`src/rtl/uart_tx_arbiter.sv`:
```
// rtl/uart_tx_arbiter.sv - round-robin packet arbiter sharing one uart_tx between requesters
module uart_tx_arbiter #(
    parameter int  N_REQ    = 4,
    parameter int  WORD     = 8,
    parameter int  HDR_EN   = 1,
    parameter int  HDR_BASE = 'hA0,
    parameter int  TIMEOUT  = 65535,
    localparam int GW       = $clog2(N_REQ)
) (
    input  logic                  i_Clock,
    input  logic                  i_Rst_n,
    input  logic [N_REQ-1:0]      i_Req_Valid,
    input  logic [N_REQ*WORD-1:0] i_Req_Data,
    input  logic [N_REQ-1:0]      i_Req_Last,
    output logic [N_REQ-1:0]      o_Req_Ready,
    output logic                  o_Uart_DV,
    output logic [WORD-1:0]       o_Uart_Byte,
    input  logic                  i_Uart_Active,
    input  logic                  i_Uart_Done,
    output logic [GW-1:0]         o_Grant_Id,
    output logic                  o_Busy,
    output logic                  o_Pkt_Done,
    output logic                  o_Abort
);

    // Counter only needs to reach TIMEOUT-1; the abort fires on that value.
    localparam int CNT_W = (TIMEOUT > 1) ? $clog2(TIMEOUT) : 1;

    typedef enum logic [2:0] {
        S_IDLE  = 3'd0,
        S_HDR   = 3'd1,
        S_FETCH = 3'd2,
        S_SEND  = 3'd3,
        S_WAIT  = 3'd4
    } state_t;

    state_t             r_state;
    logic [GW-1:0]      r_grant;
    logic [GW-1:0]      r_last_grant;
    logic [N_REQ-1:0]   r_ready;
    logic               r_dv;
    logic [WORD-1:0]    r_byte;
    logic               r_is_last;
    logic               r_pkt_done;
    logic               r_abort;
    logic               r_done_q;
    logic [CNT_W-1:0]   r_cnt;

    logic               w_any_valid;
    logic [GW-1:0]      w_pick;
    logic               w_done_rise;
    logic               w_uart_free;

    // Round-robin pick: lowest offset from last_grant+1 with valid wins, so scan
    // offsets from the far end down and let the nearest one overwrite.
    always_comb begin
        w_any_valid = |i_Req_Valid;
        w_pick      = '0;
        for (int i = N_REQ; i >= 1; i--) begin
            if (i_Req_Valid[(int'(r_last_grant) + i) % N_REQ]) begin
                w_pick = GW'((int'(r_last_grant) + i) % N_REQ);
            end
        end
    end

    // Done may last two cycles: only its rising edge ends a byte, and a load is
    // safe once the line is idle or done is already in its second cycle.
    assign w_done_rise = i_Uart_Done & ~r_done_q;
    assign w_uart_free = (~i_Uart_Active & ~i_Uart_Done) | (i_Uart_Done & r_done_q);

    // Packet sequencing FSM with registered strobes and ready.
    always_ff @(posedge i_Clock) begin
        if (!i_Rst_n) begin
            r_state      <= S_IDLE;
            r_grant      <= '0;
            r_last_grant <= GW'(N_REQ - 1);
            r_ready      <= '0;
            r_dv         <= 1'b0;
            r_byte       <= '0;
            r_is_last    <= 1'b0;
            r_pkt_done   <= 1'b0;
            r_abort      <= 1'b0;
            r_done_q     <= 1'b0;
            r_cnt        <= '0;
        end else begin
            r_done_q   <= i_Uart_Done;
            r_dv       <= 1'b0;
            r_pkt_done <= 1'b0;
            r_abort    <= 1'b0;
            case (r_state)
                S_IDLE: begin
                    if (w_any_valid) begin
                        r_grant <= w_pick;
                        if (HDR_EN != 0) begin
                            r_state <= S_HDR;
                        end else begin
                            r_state <= S_FETCH;
                            r_ready <= N_REQ'(1) << w_pick;
                            r_cnt   <= '0;
                        end
                    end
                end
                S_HDR: begin
                    r_byte    <= WORD'(HDR_BASE) | WORD'(r_grant);
                    r_is_last <= 1'b0;
                    r_state   <= S_SEND;
                end
                S_FETCH: begin
                    if (i_Req_Valid[r_grant]) begin
                        r_byte    <= i_Req_Data[int'(r_grant)*WORD +: WORD];
                        r_is_last <= i_Req_Last[r_grant];
                        r_ready   <= '0;
                        r_state   <= S_SEND;
                    end else if (TIMEOUT != 0 && r_cnt == CNT_W'(TIMEOUT - 1)) begin
                        r_abort      <= 1'b1;
                        r_last_grant <= r_grant;
                        r_ready      <= '0;
                        r_state      <= S_IDLE;
                    end else begin
                        r_cnt <= r_cnt + 1'b1;
                    end
                end
                S_SEND: begin
                    if (w_uart_free) begin
                        r_dv    <= 1'b1;
                        r_state <= S_WAIT;
                    end
                end
                S_WAIT: begin
                    if (w_done_rise) begin
                        if (r_is_last) begin
                            r_pkt_done   <= 1'b1;
                            r_last_grant <= r_grant;
                            r_state      <= S_IDLE;
                        end else begin
                            r_ready <= N_REQ'(1) << r_grant;
                            r_cnt   <= '0;
                            r_state <= S_FETCH;
                        end
                    end
                end
                default: begin
                    r_state <= S_IDLE;
                    r_ready <= '0;
                end
            endcase
        end
    end

    assign o_Req_Ready = r_ready;
    assign o_Uart_DV   = r_dv;
    assign o_Uart_Byte = r_byte;
    assign o_Grant_Id  = r_grant;
    assign o_Busy      = (r_state != S_IDLE);
    assign o_Pkt_Done  = r_pkt_done;
    assign o_Abort     = r_abort;

endmodule

```
`config.mk`:
```
export PLATFORM = sky130hd
export DESIGN_NAME = uart_tx_arbiter
export DESIGN_NICKNAME = d
export VERILOG_FILES = /design/src/rtl/uart_tx_arbiter.sv
export SDC_FILE = /design/constraint.sdc
export NUM_CORES = 1
export LEC_CHECK = 0
export BUFFER_PORTS_ARGS = -buffer_cell sky130_fd_sc_hd__clkbuf_2
export CAP_MARGIN = 20
export CORE_AREA = 5 5 72 74
export CTS_CLUSTER_DIAMETER = 30
export DETAILED_ROUTE_END_ITERATION = 7
export DIE_AREA = 0 0 77 79
export GPL_TIMING_DRIVEN = 0
export PLACE_DENSITY = 0.85
export RECOVER_POWER = 100
export SETUP_SLACK_MARGIN = 0.4
export SLEW_MARGIN = 15
export SYNTH_ARGS = -nofsm -noshare
export SYNTH_HDL_FRONTEND = slang
export SYNTH_SLANG_ARGS = --single-unit
```
`constraint.sdc`:
```
create_clock -name i_Clock -period 2.44 [get_ports i_Clock]
set_input_delay 0 -clock i_Clock [delete_from_list [all_inputs] [get_ports i_Clock]]
set_output_delay 0 -clock i_Clock [all_outputs]
set_load 0.05 [all_outputs]
```
==> summary.md, run 1 <==
| Metric | Value |
|---|---|
| Status | completed |
| Die area | 0.00608 mm² |
| Critical R2R Launch | r_cnt[1] |
| YS warnings | 0 |
| RSZ-0062 raised after global routing | true |
| TritonCTS clock tree | yes |
| Port buffer count | 61 |
| M1 GR Usage | 23.2% |
| Final Wtd Congestion | 0.920 |
| Async set-reset flop share out of synthesis | 0% |
| Met2 usage | 34.9% |
| Pwr Total | 1680 µW |
| GRT Overall Usage | 20.1% |
| Final hold vios | 0 |
| Post-synthesis register bit count | 40 |
| Clock share of power | 30.6% |
| Placed insts | 367 |
| Mean Syn Cell Area | 8.82 µm² |
| Register area share after synthesis | 36.0% |
| MaxCap Viol Count | 0 |
| Setup TNS | 0 ns |
| Mapped cell area | 0.00222 mm² |
| Post-DR vias/cell | 5.95 |
| Skew final | 0.0107 ns |
| Actual slew at the worst max-slew pin | 0.750 ns |
| Sw power | 558 µW |
| Critical hold path startpoint | i_Rst_n |
| H-tree levels | 2 |
| Peak supply drop | 0.349 mV |
| Die Wd | 77 µm |
| Worst reg2reg setup slack | 0.24 ns |
| First DRT Iteration DRCs | 142 |
| Slew Limit Headroom | 50.0% |
| Worst Path Required | 2.64 ns |
| Synth area leaders | dfxtp_1, mux4_1, nand2_1, mux4_2, a21oi_1 |
| Cell Rows | 25 |
| Most numerous cell in the Yosys netlist | dfxtp_1 |
| Mapped Nets | 298 |
| Max Root-Sink Buffers | 2 |
| Pre-antenna DRT Iters | 4 |
| GR peak layer | met2 |
| Synth Flop Type | dfxtp_1 |
| Post-synth EDFFs | 0 |
| Met3 Use GR | 5.67% |
| Share of the synthesized area in the top cell type | 36.0% |
| Via count | 2283 |
| Initial Util | 49.0% |
| Wire per inst | 15.9 µm |
| Pint | 1120 µW |
| Area grow syn2layout | 24.7% |
| Gate Count Post-Synth | 252 |
| Vias in the first global route | 2273 |
| I/O pin count | 62 |
| Minimum clock period | 2.20 ns |
| Final wirelength | 6120 µm |
| # diodes | 0 |
| Clock root buffer master | clkbuf_8 |
| Setup crit end kind | flip-flop |
| Synth top cells by count | dfxtp_1, nand2_1, a21oi_1, clkbuf_1, nor2_1 |
| CP arrival | 2.40 ns |
| Initial antenna violation count | 0 |
| GRT overflow | 0 |
| Worst Path Max Fanout | 10 |
| Startpoint types | flip-flop |
| Worst R2R End | r_state[1] |
| Largest net degree at the start of global routing | 14 |
| Final setup viols | 0 |
| Distinct cells, synth | 41 |
| Worst r2r path cells | 7 |
| CTS Sinks | 40 |
| Sequential power share | 41.9% |
| Sw Share | 33.3% |
| Worst Hold Depth | 3 |
| Nets | 375 |
| Layout Cells excl Fill | 384 |
| Logic pwr share | 27.4% |
| Top cell type by total area after synthesis | dfxtp_1 |
| Clk_lat worst skew | 0.30 ns |
| Cts bufs inserted | 5 |
| Hold Crit Class | input port to flip-flop |
| Final Slew Violations | 0 |
| Std-Cell Core Area | 0.00454 mm² |
| First-pass GRT wire length | 10000 µm |
| Period utilisation layout | 90.2% |
| Die Y | 79 µm |
| Routed Antenna Nets | 0 |
| Hpwl dp | 4390 µm |
| DRC Markers | 0 |
| Ratio of cells with drive above 1 in the final layout | 23.3% |
| Pleak | 0.00108 µW |
| FMAX | 455 MHz |
| Crit Path Class | flip-flop to flip-flop |
| Worst-path clk slew | 0.09 ns |
| Hold Path End | r_last_grant[1] |
| PwrDens | 604 mW/mm² |
## worst max-delay path, cell delays in order, from the launching register on
cell and delay, ns:
dfxtp_1 0.42, ha_1 0.18, and3_1 0.17, nand4_1 0.22, nand3_2 0.20, clkbuf_1 0.43, o21ai_0 0.22, o211a_1 0.25
## power groups by stage
stage	clock (µW)	sequential, µW	combinational [µW]
final	513	702	460
after global routing	549	705	493
after CTS	512	701	460
after detailed placement	0	716	428
after global placement	0	714	418
after floorplan	0	779	244
## layout make-up
cell class              instances  area, µm²
well taps                      54       67.6
clock inverters                 2       12.5
inverters                       7       26.3
multi-input cells             188       1340
repair buffers                 70        344
fillers                       377       1760
flip-flops and latches         40        807
clock buffers                   6       93.8
plain buffers                  17       81.3
## per-layer routing
layer  share of wire [%]  routed length (µm)
met1                  40                2470
met2                  52                3190
met3                 5.7                 346
met4                 1.8                 112
met5                   0                   0
## sequential cells by signal, indices dropped and copies added, names as in the netlist
signal and cells:
r_is_last 1, o_Grant_Id 2, o_Uart_DV 1, r_state 3, o_Uart_Byte 8, r_cnt 16, o_Pkt_Done 1, r_done_q 1
r_last_grant 2, o_Abort 1, o_Req_Ready 4
## cell usage in the layout, fill, tap and decap left out, drive strengths merged, types with 4 or more instances in the layout
cell type  count
o21ai         11
nor2          13
nand2         30
mux4           9
dfxtp         40
mux2i          7
o31ai         10
and4           4
inv            7
nor3b          6
and2           6
clkbuf        85
nor3           8
nand4          8
nand3         11
buf            7
or4            8
a21boi         7
a21oi         17
## cell families (layout without fill, tap and decap cells)
family	count (synthesis)	after routing	share of synthesized area, %
and+or+nand+nor	105	105	25.1
AOI/OAI and AO/OA	60	60	17.8
DFF	40	40	36.0
buffers and inverters	24	102	4.73
muxes	17	17	13.6
xor gates and xnor gates	4	4	1.58
adders and majority gates	2	2	1.13
## how the worst max path moves through the flow
stage	endpoint	start	depth (start not counted)	slack, ns
final	r_state[1]	r_cnt[1]	7	0.24
after global routing	o_Uart_Byte[0]	o_Grant_Id[1]	6	0.18
after CTS	r_cnt[15]	o_Grant_Id[0]	6	0.34
after detailed placement	r_cnt[15]	r_cnt[0]	8	0.26
after global placement	r_cnt[14]	o_Grant_Id[0]	7	0.28
after floorplan	r_cnt[13]	o_Grant_Id[0]	6	0.31
## through the flow
stage	utilization, %	setup WS, ns	hold WS (ns)	cell area [µm²]
2_1_floorplan	-	0.306	0.122	2230
3_3_place_gp	57.4	0.280	0.272	2600
3_5_place_dp	57.4	0.261	0.280	2600
4_1_cts	61.4	0.345	0.0591	2790
5_1_grt	61.1	0.181	0.0646	2770
6_report	61.1	0.240	0.0764	2770
## what timing repair did
action                                 4_1_cts  5_1_grt
pin swaps                                    3        3
endpoints found under the hold margin        1        0
resized for setup                            8       14
gates cloned                                 0        0
buffers inserted                             7        1
setup endpoints to repair                   16       26
hold buffers                                 1        0
No activity file was read; power rests on OpenSTA's default activity.
==> inputs of run 2 (changes only) <==
==> constraint.sdc (replaced) <==
create_clock -name i_Clock -period 2.44 [get_ports i_Clock]
set_input_delay 0.244 -clock i_Clock [delete_from_list [all_inputs] [get_ports i_Clock]]
set_output_delay 0.244 -clock i_Clock [all_outputs]
set_load 0.05 [all_outputs]
==> run 2 against run 1 <==
Compared with the run above: core utilization down 0.19 points; clock power down 0.8%; register-to-register slack about the same; design area down 0.32%; largest cell class unchanged; sequential share of layout area up 0.092 points; maximum frequency up 0.55%; first-iteration DRC count down 1.4%.
==> summary.md, run 2 (synthesized netlist as in run 1, its figures left out) <==
| Metric | Value |
|---|---|
| Status | completed |
| M1 GR Usage | 23.1% |
| Skew final | 0.0109 ns |
| Crit-path slowest cell | clkbuf_1 |
| Startpoint types | flip-flop |
| Final Slew Violations | 0 |
| Minimum clock period | 2.19 ns |
| Area grow syn2layout | 24.3% |
| CP cell instances | and4_1 -> nand4_1 -> nand3_2 -> clkbuf_1 -> o21ai_0 -> o211a_1 |
| RSZ-0062 raised after global routing | true |
| Routed Antenna Nets | 0 |
| Worst r2r path cells | 6 |
| Ratio of cells with drive above 1 in the final layout | 23.7% |
| Worst reg2reg setup slack | 0.25 ns |
| Setup TNS | 0 ns |
| Port buffer count | 61 |
| First-pass GRT wire length | 9980 µm |
| DRC Markers | 0 |
| Vias in the first global route | 2270 |
| Number of flip-flops in the largest register | 16 |
| Pre-antenna DRT Iters | 4 |
| Wire per inst | 15.8 µm |
| Max Root-Sink Buffers | 2 |
| Die Wd | 77 µm |
| First DRT Iteration DRCs | 140 |
| Fill count | 377 |
| Final hold vios | 0 |
| Via count | 2261 |
| Setup crit end kind | flip-flop |
| PwrDens | 604 mW/mm² |
| Largest net degree at the start of global routing | 14 |
| Initial antenna violation count | 0 |
| GRT Overall Usage | 19.9% |
| FMAX | 457 MHz |
| Post-CTS Hold Fix Bufs | 0 |
| Cts bufs inserted | 5 |
| Crit path launch | r_cnt[3] |
| Clock share of power | 30.5% |
| Slowest stage delay, CP | 0.42 ns |
| Sequential power share | 42.1% |
| # diodes | 0 |
| Cell Rows | 25 |
| Final worst setup slack | 0.252 ns |
| Sw Share | 33.1% |
| TritonCTS clock tree | yes |
| Pint | 1120 µW |
| Most frequent cells in the layout | clkbuf_2, dfxtp_1, clkbuf_1 |
| Pwr Total | 1670 µW |
| Sw power | 552 µW |
| Actual slew at the worst max-slew pin | 0.750 ns |
| Met2 usage | 34.6% |
| Final wirelength | 6060 µm |
| Nets | 374 |
| Critical R2R Launch | r_cnt[3] |
| H-tree levels | 2 |
| Slew Limit Headroom | 50.0% |
| MaxCap Viol Count | 0 |
| Most flops, register | r_cnt |
| Period utilisation layout | 89.7% |
| Hpwl dp | 4390 µm |
| Pleak | 0.00108 µW |
| CP arrival | 2.39 ns |
| Crit Path Class | flip-flop to flip-flop |
| Die Y | 79 µm |
| Cell Area, Placed | 0.00260 mm² |
| Most common cell after layout, fill and taps aside | clkbuf_2 |
| I/O pin count | 62 |
| Worst Path Max Fanout | 10 |
| Final Wtd Congestion | 0.920 |
| Final setup viols | 0 |
| GR peak layer | met2 |
| Worst hold slack | 0.226 ns |
| Initial Util | 49.0% |
| Worst Path Required | 2.64 ns |
| Worst R2R End | r_state[1] |
| Hold Crit Class | input port to flip-flop |
| Clk_lat worst skew | 0.30 ns |
| Peak supply drop | 0.348 mV |
| GRT overflow | 0 |
| Logic pwr share | 27.4% |
| CP endpoint | r_state[1] |
| Post-DR vias/cell | 5.90 |
| Die area | 0.00608 mm² |
| Design Area, Final | 0.00276 mm² |
| Setup slack at placement | 0.261 ns |
| Met3 Use GR | 5.67% |
| Worst-path clk slew | 0.09 ns |
| Std-Cell Core Area | 0.00454 mm² |
| CTS Sinks | 40 |
| Clock root buffer master | clkbuf_8 |
| Worst Hold Depth | 2 |
==> run 2: cell types whose count changed in the layout (fill, tap and decap cells not counted), sizes merged <==
cell | before | now
dlygate4sd3 | 1 | 0
==> run 2: critical path, delay by kind of cell (launching register included) <==
kind                   cells  cell delay [ns]
AOI/OAI and AO/OA          2             0.47
buffers and inverters      1             0.42
and+or+nand+nor            3             0.77
DFF                        1             0.41
==> run 2: power by group through the flow <==
stage                     combinational, µW  sequential (µW)  clock, µW
after global routing                    492              705        549
after CTS                               458              701        512
final                                   457              702        509
after detailed placement                428              716          0
after floorplan                         244              779          0
after global placement                  418              714          0
==> run 2: stage by stage <==
step,instances,util (%)
after CTS,382,61.2
after global routing,383,60.9
after global placement,367,57.4
final,383,60.9
after detailed placement,367,57.4
after floorplan,252,-
==> run 2: what timing repair did <==
action / CTS / global route
cloned: 0 / 0
buffers inserted: 7 / 1
gates resized for setup: 8 / 14
endpoints found under the setup margin: 16 / 26
pin swaps: 3 / 3
==> run 2: layout make-up <==
cell class	instances	area (µm²)	area share, %
inverter	7	26.3	0.951
clock inverter	2	12.5	0.453
tap	54	67.6	2.45
timing repair buffer	69	335	12.1
buffer	17	81.3	2.94
multi-input combinational	188	1340	48.5
sequential	40	807	29.2
clock buffer	6	93.8	3.40
==> run 2: per-layer routing <==
| layer | share of wire (%) | up-vias |
|---|---|---|
| li1 | - | 1096 |
| met1 | 40 | 1070 |
| met2 | 52 | 79 |
| met3 | 6.5 | 16 |
| met4 | 1.8 | 0 |
| met5 | 0 | - |
==> run 2: worst min-delay path by stage <==
stage	start	endpoint	slack (ns)
floorplan	i_Uart_Done	r_done_q	0.37
global placement	o_Req_Ready[3]	o_Req_Ready[3]	0.45
detailed placement	o_Uart_Byte[3]	o_Uart_Byte[3]	0.46
CTS	i_Uart_Done	r_done_q	0.22
global route	i_Uart_Done	r_done_q	0.25
finish	i_Uart_Done	r_done_q	0.23
==> inputs of run 3 (changes only) <==
--- a/config.mk
+++ b/config.mk
@@ -7,10 +7,10 @@
 export LEC_CHECK = 0
 export BUFFER_PORTS_ARGS = -buffer_cell sky130_fd_sc_hd__clkbuf_2
 export CAP_MARGIN = 20
-export CORE_AREA = 5 5 72 74
+export CORE_AREA = 5 5 56 95
 export CTS_CLUSTER_DIAMETER = 30
 export DETAILED_ROUTE_END_ITERATION = 7
-export DIE_AREA = 0 0 77 79
+export DIE_AREA = 0 0 61 100
 export GPL_TIMING_DRIVEN = 0
 export PLACE_DENSITY = 0.85
 export RECOVER_POWER = 100
==> run 3 against run 2 <==
Compared with the run above: count of clock-buffer cells in the layout unchanged; combinational power down 3%; setup slack better by 0.037 ns; sequential cell count unchanged; register-to-register slack better by 0.04 ns; first-iteration DRC count down 47%; maximum frequency up 1.7%; sequential power about the same; global-route usage up 1.9 points; clock power up 1%; cell count down 1.0%.
==> summary.md, run 3 (synthesized netlist as in run 1, its figures left out) <==
| Metric | Value |
|---|---|
| Status | completed |
| Final Wtd Congestion | 0.845 |
| Clock root buffer master | clkbuf_8 |
| Number of buffers and inverters on the critical path | 3 |
| Crit Path Class | flip-flop to flip-flop |
| Die Y | 100 µm |
| Final setup viols | 0 |
| I/O pin count | 62 |
| Peak supply drop | 0.526 mV |
| Via count | 2343 |
| H-tree levels | 2 |
| Wire per inst | 16.2 µm |
| Initial antenna violation count | 0 |
| Crit-path slowest cell | mux4_2 |
| Period utilisation layout | 88.2% |
| Worst Path Required | 2.63 ns |
| Hold Crit Class | input port to flip-flop |
| CTS Sinks | 40 |
| Pleak | 0.00107 µW |
| TritonCTS clock tree | yes |
| Initial Util | 50.5% |
| Startpoint types | flip-flop |
| Most flops, register | r_cnt |
| Post-DR vias/cell | 6.18 |
| Number of flip-flops in the largest register | 16 |
| GRT overflow | 0 |
| Final core occ | 62.2% |
| Final wirelength | 6120 µm |
| CP cell instances | buf_8 -> mux4_2 -> inv_1 -> nand3_2 -> clkbuf_1 -> o31ai_1 -> a21oi_1 |
| Slowest stage delay, CP | 0.55 ns |
| MaxCap Viol Count | 0 |
| Setup crit end kind | flip-flop |
| Cts bufs inserted | 5 |
| RSZ-0062 raised after global routing | true |
| First DRT Iteration DRCs | 74 |
| Top delay family on crit path | multiplexers |
| PwrDens | 606 mW/mm² |
| GRT Overall Usage | 21.8% |
| CP arrival | 2.34 ns |
| Setup TNS | 0 ns |
| Nets | 373 |
| Post-CTS Hold Fix Bufs | 0 |
| Slew Limit Headroom | 50.4% |
| Max Root-Sink Buffers | 2 |
| Final Slew Violations | 0 |
| First-pass GRT wire length | 10300 µm |
| Vias in the first global route | 2401 |
| Worst reg2reg setup slack | 0.29 ns |
| Area grow syn2layout | 23.3% |
| Die Wd | 61 µm |
| Pre-antenna DRT Iters | 4 |
| Hpwl dp | 4520 µm |
| Most common cell after layout, fill and taps aside | clkbuf_2 |
| Cell Rows | 32 |
| Worst Path Max Fanout | 10 |
| Die area | 0.00610 mm² |
| Worst-path clk slew | 0.09 ns |
| Std-Cell Core Area | 0.00440 mm² |
| Routed Antenna Nets | 0 |
| Minimum clock period | 2.15 ns |
| Largest net degree at the start of global routing | 14 |
| Port buffer count | 61 |
| DRC Markers | 0 |
| Clk_lat worst skew | 0.31 ns |
| Actual slew at the worst max-slew pin | 0.744 ns |
| # diodes | 0 |
| Ratio of cells with drive above 1 in the final layout | 22.0% |
| Skew final | 0.0137 ns |
| FMAX | 465 MHz |
| Most frequent cells in the layout | clkbuf_2, dfxtp_1, clkbuf_1 |
| Final hold vios | 0 |
run 3: cell count changes in the layout (fill, tap and decap cells not counted), moves of 2 or more:
cell	previous run	this run
clkbuf_1	31	34
clkbuf_2	48	46
o31ai_1	10	8
and2_1	1	4
buf_4	6	2
and2_0	5	2
o31ai_2	0	2
dfxtp_2	2	0
dfxtp_1	37	40
run 3: final cells by class:
type / instances / area (µm²)
fill: 411 / 1670
multi-input combinational: 188 / 1340
sequential: 40 / 801
timing repair buffer: 68 / 319
clock buffer: 6 / 93.8
buffer: 17 / 81.3
tap: 51 / 63.8
inverter: 7 / 26.3
clock inverter: 2 / 12.5
run 3: worst reg2reg max path, cell delays in order, from the launching register on:
cell	delay, ns
dfxtp_1	0.36
buf_8	0.11
mux4_2	0.55
inv_1	0.15
nand3_2	0.14
clkbuf_1	0.28
o31ai_1	0.34
a21oi_1	0.10
run 3: repair_timing:
| item | CTS | global route |
|---|---|---|
| pin swaps | 1 | 3 |
| buffers inserted | 4 | 3 |
| endpoints found under the setup margin | 21 | 17 |
| gates resized for setup | 10 | 14 |
run 3: final timing paths:
kind / startpoint / end / cells past startpoint
worst max-delay path: o_Grant_Id[0] / r_cnt[14] / 7
worst min-delay path: i_Uart_Done / r_done_q / 2
worst max register to register: o_Grant_Id[0] / r_cnt[14] / 7
worst min register to register: o_Uart_Byte[3] / o_Uart_Byte[3] / 2
run 3: layer usage:
layer | GRT usage, % | vias up | wire length [µm]
met3 | 4.25 | 22 | 378
met4 | 12.7 | 0 | 256
met1 | 22.0 | 1116 | 2140
met2 | 39.3 | 103 | 3340
li1 | - | 1102 | -
met5 | 0 | - | 0
run 3: where the power goes:
part / total, µW / switching (µW) / leakage [µW] / internal, µW
Combinational: 445 / 282 / 0.000690 / 163
Sequential: 700 / 18.4 / 0.000324 / 682
Clock: 514 / 252 / 0.0000523 / 262
run 3: stage by stage:
step,instances,setup WS (ns),area [µm²],power (µW),hold slack (ns)
2_1_floorplan,252,0.306,2230,1020,0.366
3_3_place_gp,364,0.280,2600,1130,0.447
3_5_place_dp,364,0.230,2600,1140,0.460
4_1_cts,376,0.344,2750,1670,0.190
5_1_grt,379,0.176,2740,1730,0.224
6_report,379,0.289,2740,1660,0.198
